### config.mk
export PLATFORM = sky130hd
export DESIGN_NAME = dice_roll_monitor
export DESIGN_NICKNAME = d
export VERILOG_FILES = /design/src/rtl/dice_roll_monitor.sv
export SDC_FILE = /design/constraint.sdc
export NUM_CORES = 1
export LEC_CHECK = 0
export BUFFER_PORTS_ARGS = -buffer_cell sky130_fd_sc_hd__buf_2
export CORE_AREA = 2 2 112 114
export CTS_CLUSTER_SIZE = 12
export DETAILED_ROUTE_END_ITERATION = 10
export DIE_AREA = 0 0 114 116
export GPL_ROUTABILITY_DRIVEN = 0
export PLACE_DENSITY_LB_ADDON = 0.3
export SYNTH_ARGS = -nofsm -noshare
export SYNTH_HDL_FRONTEND = slang
export SYNTH_SLANG_ARGS = --single-unit
### constraint.sdc
create_clock -name clk -period 4.5 [get_ports clk]
set_input_delay 0.45 -clock clk [delete_from_list [all_inputs] [get_ports clk]]
set_output_delay 0.45 -clock clk [all_outputs]
set_load 0.02 [all_outputs]
### src/rtl/dice_roll_monitor.sv
// dice_roll_monitor: consumer side of the electronic dice interface.
// Watches button/throw, waits a settle window after the button is released,
// captures the final face and offers it on a valid/ready handshake.
// Keeps saturating per-face and total statistics, readable via a registered
// face-select port, plus sticky illegal-face and overrun flags.
// Optional: define DICE_MON_BUTTON_SYNC_EN to pass the button through a
// two-flop synchroniser (adds two cycles to every button-driven transition).

module dice_roll_monitor #(
  parameter int CNT_W      = 8,
  parameter int SETTLE_CYC = 2
) (
  input  logic             clk,
  input  logic             rst,
  input  logic             button,
  input  logic [2:0]       throw,
  input  logic             clear,
  input  logic             result_ready,
  output logic [2:0]       result,
  output logic             result_valid,
  output logic             rolling,
  input  logic [2:0]       sel,
  output logic [CNT_W-1:0] sel_count,
  output logic [CNT_W+2:0] total,
  output logic             err,
  output logic             overrun
);

  typedef enum logic [1:0] {IDLE, ROLLING, SETTLE, HOLD} state_t;

  localparam logic [3:0] SETTLE_LOAD = 4'(SETTLE_CYC - 1);

  state_t           state_q, state_d;
  logic [3:0]       settle_q, settle_d;
  logic [2:0]       result_q, result_d;
  logic             result_valid_q, result_valid_d;
  logic             rolling_q, rolling_d;
  logic             err_q, err_d;
  logic             overrun_q, overrun_d;
  logic [CNT_W+2:0] total_q, total_d;
  logic [CNT_W-1:0] sel_count_q, sel_count_d;
  logic [CNT_W-1:0] face_cnt_q [1:6];
  logic [CNT_W-1:0] face_cnt_d [1:6];

  logic btn;
  logic legal;
  logic capture;
  logic accept;
  logic drop;

`ifdef DICE_MON_BUTTON_SYNC_EN
  logic [1:0] sync_q, sync_d;

  // Shift the raw button pin into the two-stage synchroniser.
  always_comb begin
    sync_d = {sync_q[0], button};
  end

  // Synchroniser flops; both clear to 0 so no roll is seen out of reset.
  always_ff @(posedge clk or negedge rst) begin
    if (!rst) sync_q <= 2'b00;
    else      sync_q <= sync_d;
  end

  assign btn = sync_q[1];
`else
  assign btn = button;
`endif

  assign legal = (throw != 3'd0) && (throw != 3'd7);

  // State register for the roll-tracking FSM and its settle counter.
  always_ff @(posedge clk or negedge rst) begin
    if (!rst) begin
      state_q  <= IDLE;
      settle_q <= 4'd0;
    end else begin
      state_q  <= state_d;
      settle_q <= settle_d;
    end
  end

  // Next-state logic: follow the button through a roll and decide when to capture.
  always_comb begin
    state_d  = state_q;
    settle_d = settle_q;
    capture  = 1'b0;
    accept   = 1'b0;
    drop     = 1'b0;
    case (state_q)
      IDLE: begin
        if (btn) state_d = ROLLING;
      end
      ROLLING: begin
        if (!btn) begin
          state_d  = SETTLE;
          settle_d = SETTLE_LOAD;
        end
      end
      SETTLE: begin
        if (btn) begin
          state_d = ROLLING;
        end else if (settle_q != 4'd0) begin
          settle_d = settle_q - 4'd1;
        end else begin
          capture = 1'b1;
          state_d = legal ? HOLD : IDLE;
        end
      end
      HOLD: begin
        if (result_valid_q && result_ready) begin
          accept  = 1'b1;
          state_d = btn ? ROLLING : IDLE;
        end else if (btn) begin
          drop    = 1'b1;
          state_d = ROLLING;
        end
      end
      default: state_d = IDLE;
    endcase
  end

  // Output/datapath logic: capture, handshake, statistics and sticky flags.
  always_comb begin
    result_d       = result_q;
    result_valid_d = result_valid_q;
    err_d          = err_q;
    overrun_d      = overrun_q;
    total_d        = total_q;
    face_cnt_d     = face_cnt_q;
    sel_count_d    = '0;
    rolling_d      = (state_d == ROLLING) || (state_d == SETTLE);

    for (int i = 1; i <= 6; i++) begin
      if (sel == 3'(i)) sel_count_d = face_cnt_q[i];
    end

    if (capture && legal) begin
      result_d       = throw;
      result_valid_d = 1'b1;
      for (int i = 1; i <= 6; i++) begin
        if ((throw == 3'(i)) && (face_cnt_q[i] != '1)) begin
          face_cnt_d[i] = face_cnt_q[i] + 1'b1;
        end
      end
      if (total_q != '1) total_d = total_q + 1'b1;
    end

    if (capture && !legal) err_d = 1'b1;

    if (accept || drop) result_valid_d = 1'b0;
    if (drop)           overrun_d      = 1'b1;

    if (clear) begin
      for (int i = 1; i <= 6; i++) face_cnt_d[i] = '0;
      total_d   = '0;
      err_d     = 1'b0;
      overrun_d = 1'b0;
    end
  end

  // Registered outputs and statistics counters.
  always_ff @(posedge clk or negedge rst) begin
    if (!rst) begin
      result_q       <= 3'd0;
      result_valid_q <= 1'b0;
      rolling_q      <= 1'b0;
      err_q          <= 1'b0;
      overrun_q      <= 1'b0;
      total_q        <= '0;
      sel_count_q    <= '0;
      for (int i = 1; i <= 6; i++) face_cnt_q[i] <= '0;
    end else begin
      result_q       <= result_d;
      result_valid_q <= result_valid_d;
      rolling_q      <= rolling_d;
      err_q          <= err_d;
      overrun_q      <= overrun_d;
      total_q        <= total_d;
      sel_count_q    <= sel_count_d;
      for (int i = 1; i <= 6; i++) face_cnt_q[i] <= face_cnt_d[i];
    end
  end

  assign result       = result_q;
  assign result_valid = result_valid_q;
  assign rolling      = rolling_q;
  assign err          = err_q;
  assign overrun      = overrun_q;
  assign total        = total_q;
  assign sel_count    = sel_count_q;

endmodule

==> impl_metrics.json <==
{
  "ys_seq_area_frac": 0.4236,
  "avgViaCountPerCell": 5.886,
  "final_antenna_net_count": 0,
  "finalNetCount": 553,
  "status": "finished, final reports clean",
  "cp_slowest_cell": "nand4_1",
  "htree_levels": 3,
  "clkTransAtPathRegs_ps": 60,
  "hold_viol": 0,
  "finalCriticalPeriod_ps": 3018,
  "grt_overflow": 0,
  "postCtsSetupBuffers": 0,
  "syn_nets": 536,
  "hp-class": "in2async",
  "yosys.cell_types.count": 51,
  "routed_wl_um": 11090,
  "cts_resized": 0,
  "clock_latency_ps": 340,
  "final_cell_mix": "80 x dfrtp_1, 58 x a21oi_1, 35 x buf_2",
  "crit_chain": "inv_1 -> ha_1 -> nor3b_4 -> nand4_1 -> nor4b_1 -> mux2_2",
  "tightestPinTransition_ps": 1079,
  "hpwlAfterDp_um": 7373,
  "max-slew-margin-rel": 0.2750,
  "synth_edf_count": 0,
  "max_freq_ghz": 0.3314,
  "drc_errors": 0,
  "power.density_mw_per_mm2": 344.9,
  "coreArea_mm2": 0.01191,
  "numCtsBuffers": 9,
  "fin_crit_sh": 0.6706,
  "antenna_cells": 0,
  "yosysWarnings": 0,
  "antenna_found_initial": 0,
  "dieArea_mm2": 0.01322,
  "grt_usage": 0.1770,
  "syn_area_mm2": 0.004726,
  "critPathMaxFanout": 20,
  "synth_seq_cells": 80,
  "drtIter0Drc": 182,
  "slowest_delay_ps": 730,
  "cp.arrival_ps": 3240,
  "crit_type": "reg2reg",
  "dpl_cell_area_mm2": 0.004945,
  "via_count": 4038,
  "syn_avg_cell_area_um2": 9.141,
  "post-place-ws_ps": 1466,
  "rows": 40,
  "dr.pass1.iters": 5,
  "ios": 37,
  "synthArstFlopShare": 1.000,
  "cp-end-kind": "flop",
  "syn_inst": 517,
  "drive_gt1_frac": 0.1466,
  "start_util": 0.3967,
  "fin_tns_setup_ps": 0,
  "fin_ws_ps": 1482,
  "syn2layout_area_growth_pct": 11.86,
  "cts_tree": "yes",
  "final_common_cell": "dfrtp_1",
  "setup_viol_count_final": 0,
  "slew_viol_final": 0,
  "die_x_um": 114,
  "utilization": 0.4438,
  "grt_pass1_vias": 3816,
  "cts_buffer_depth": 2,
  "fin_area_mm2": 0.005286,
  "grt_first_pass_wirelength_um": 18860,
  "root_buffer": "clkbuf_16",
  "dieHeight_um": 116,
  "hold_ws_ps": 277.5,
  "port_buffers": 36,
  "hold_buffers": 0,
  "cp-start-kind": "flop",
  "required_ps": 4720,
  "rsz0062_at_grt": "no",
  "p_leak_nw": 2.148,
  "grt_max_degree": 81,
  "ir_worst_vdd_uv": 216.9,
  "fin_skew_ps": 6.304,
  "clock-sinks": 80,
  "synth_ff_type": "dfrtp_1",
  "wl_per_cell_um": 16.16,
  "max_cap_viol_count": 0
}
==> registers in the layout, indices dropped and copies added, names as in the netlist <==
register	cells
sel_count	8
result	3
face_cnt_q	48
result_valid	1
total	11
settle_q	4
err	1
overrun	1
rolling	1
state_q	2
==> power breakdown <==
group	internal, W	switching (W)	leakage (nW)
Combinational	0.0000767	0.000144	0.892
Clock	0.000532	0.000285	0.163
Sequential	0.000751	0.0000353	1.09
==> metrics by stage <==
stage               instances  power [W]
global placement          669   0.001017
global route              686   0.001906
CTS                       685   0.001852
floorplan                 517  0.0009634
finish                    686   0.001823
detailed placement        669   0.001022
==> final timing paths <==
check	from	to	slack [ps]	cells after the start
worst max-delay path	settle_q[0]	total[9]	1480	6
worst min-delay path	rst	face_cnt_q[15]	280	1
worst max register to register	settle_q[0]	total[9]	1480	6
worst min register to register	result[2]	result[2]	480	2
max in group asynchronous	rst	settle_q[2]	3540	1
min in group clk	result_ready	state_q[1]	340	2
==> cell families (layout without fill, tap and decap cells) <==
logic type / Yosys count / after routing / share of synthesized area
DFF: 80 / 80 / 0.4236
muxes: 25 / 25 / 0.05666
and+or+nand+nor: 209 / 209 / 0.2595
adders and majority gates: 8 / 8 / 0.02118
AOI/OAI and AO/OA: 143 / 143 / 0.1904
buffers and inverters: 52 / 74 / 0.04872
==> cell type report <==
| type | instances | area, um2 |
|---|---|---|
| Clock buffer | 14 | 274.0 |
| Clock inverter | 2 | 60.06 |
| Fill cell | 1175 | 6625 |
| Inverter | 20 | 75.07 |
| Multi-Input combinational cell | 385 | 2494 |
| Sequential cell | 80 | 2002 |
| Tap cell | 147 | 183.9 |
| Timing Repair Buffer | 38 | 197.7 |
==> Yosys cell counts, types with 13 or more instances <==
cell type / n / area [um2]
o21ai_0: 25 / 125.1
a21oi_1: 58 / 290.3
nor3_1: 17 / 85.08
nor2_1: 31 / 116.4
mux2_2: 14 / 157.7
o31ai_1: 21 / 157.7
nand2_1: 34 / 127.6
or4_1: 25 / 187.7
inv_1: 20 / 75.07
dfrtp_1: 80 / 2002
nand3_1: 25 / 125.1
nor2b_1: 13 / 81.33
clkbuf_1: 19 / 71.32
==> critical path, delay by kind of cell, from the launching register on <==
kind	cells	cell delay, ps
adders and majority gates	1	200
buffers and inverters	1	80
DFF	1	410
muxes	1	380
and+or+nand+nor	3	1830
==> layer usage <==
layer	track usage	share of wire	vias to the layer above
met4	0.05447	0.0096	0
met5	0	0	-
met2	0.2702	0.45	93
met1	0.2516	0.50	1941
li1	-	-	1993
met3	0.03923	0.041	11
No activity file was read; power rests on OpenSTA's default activity.
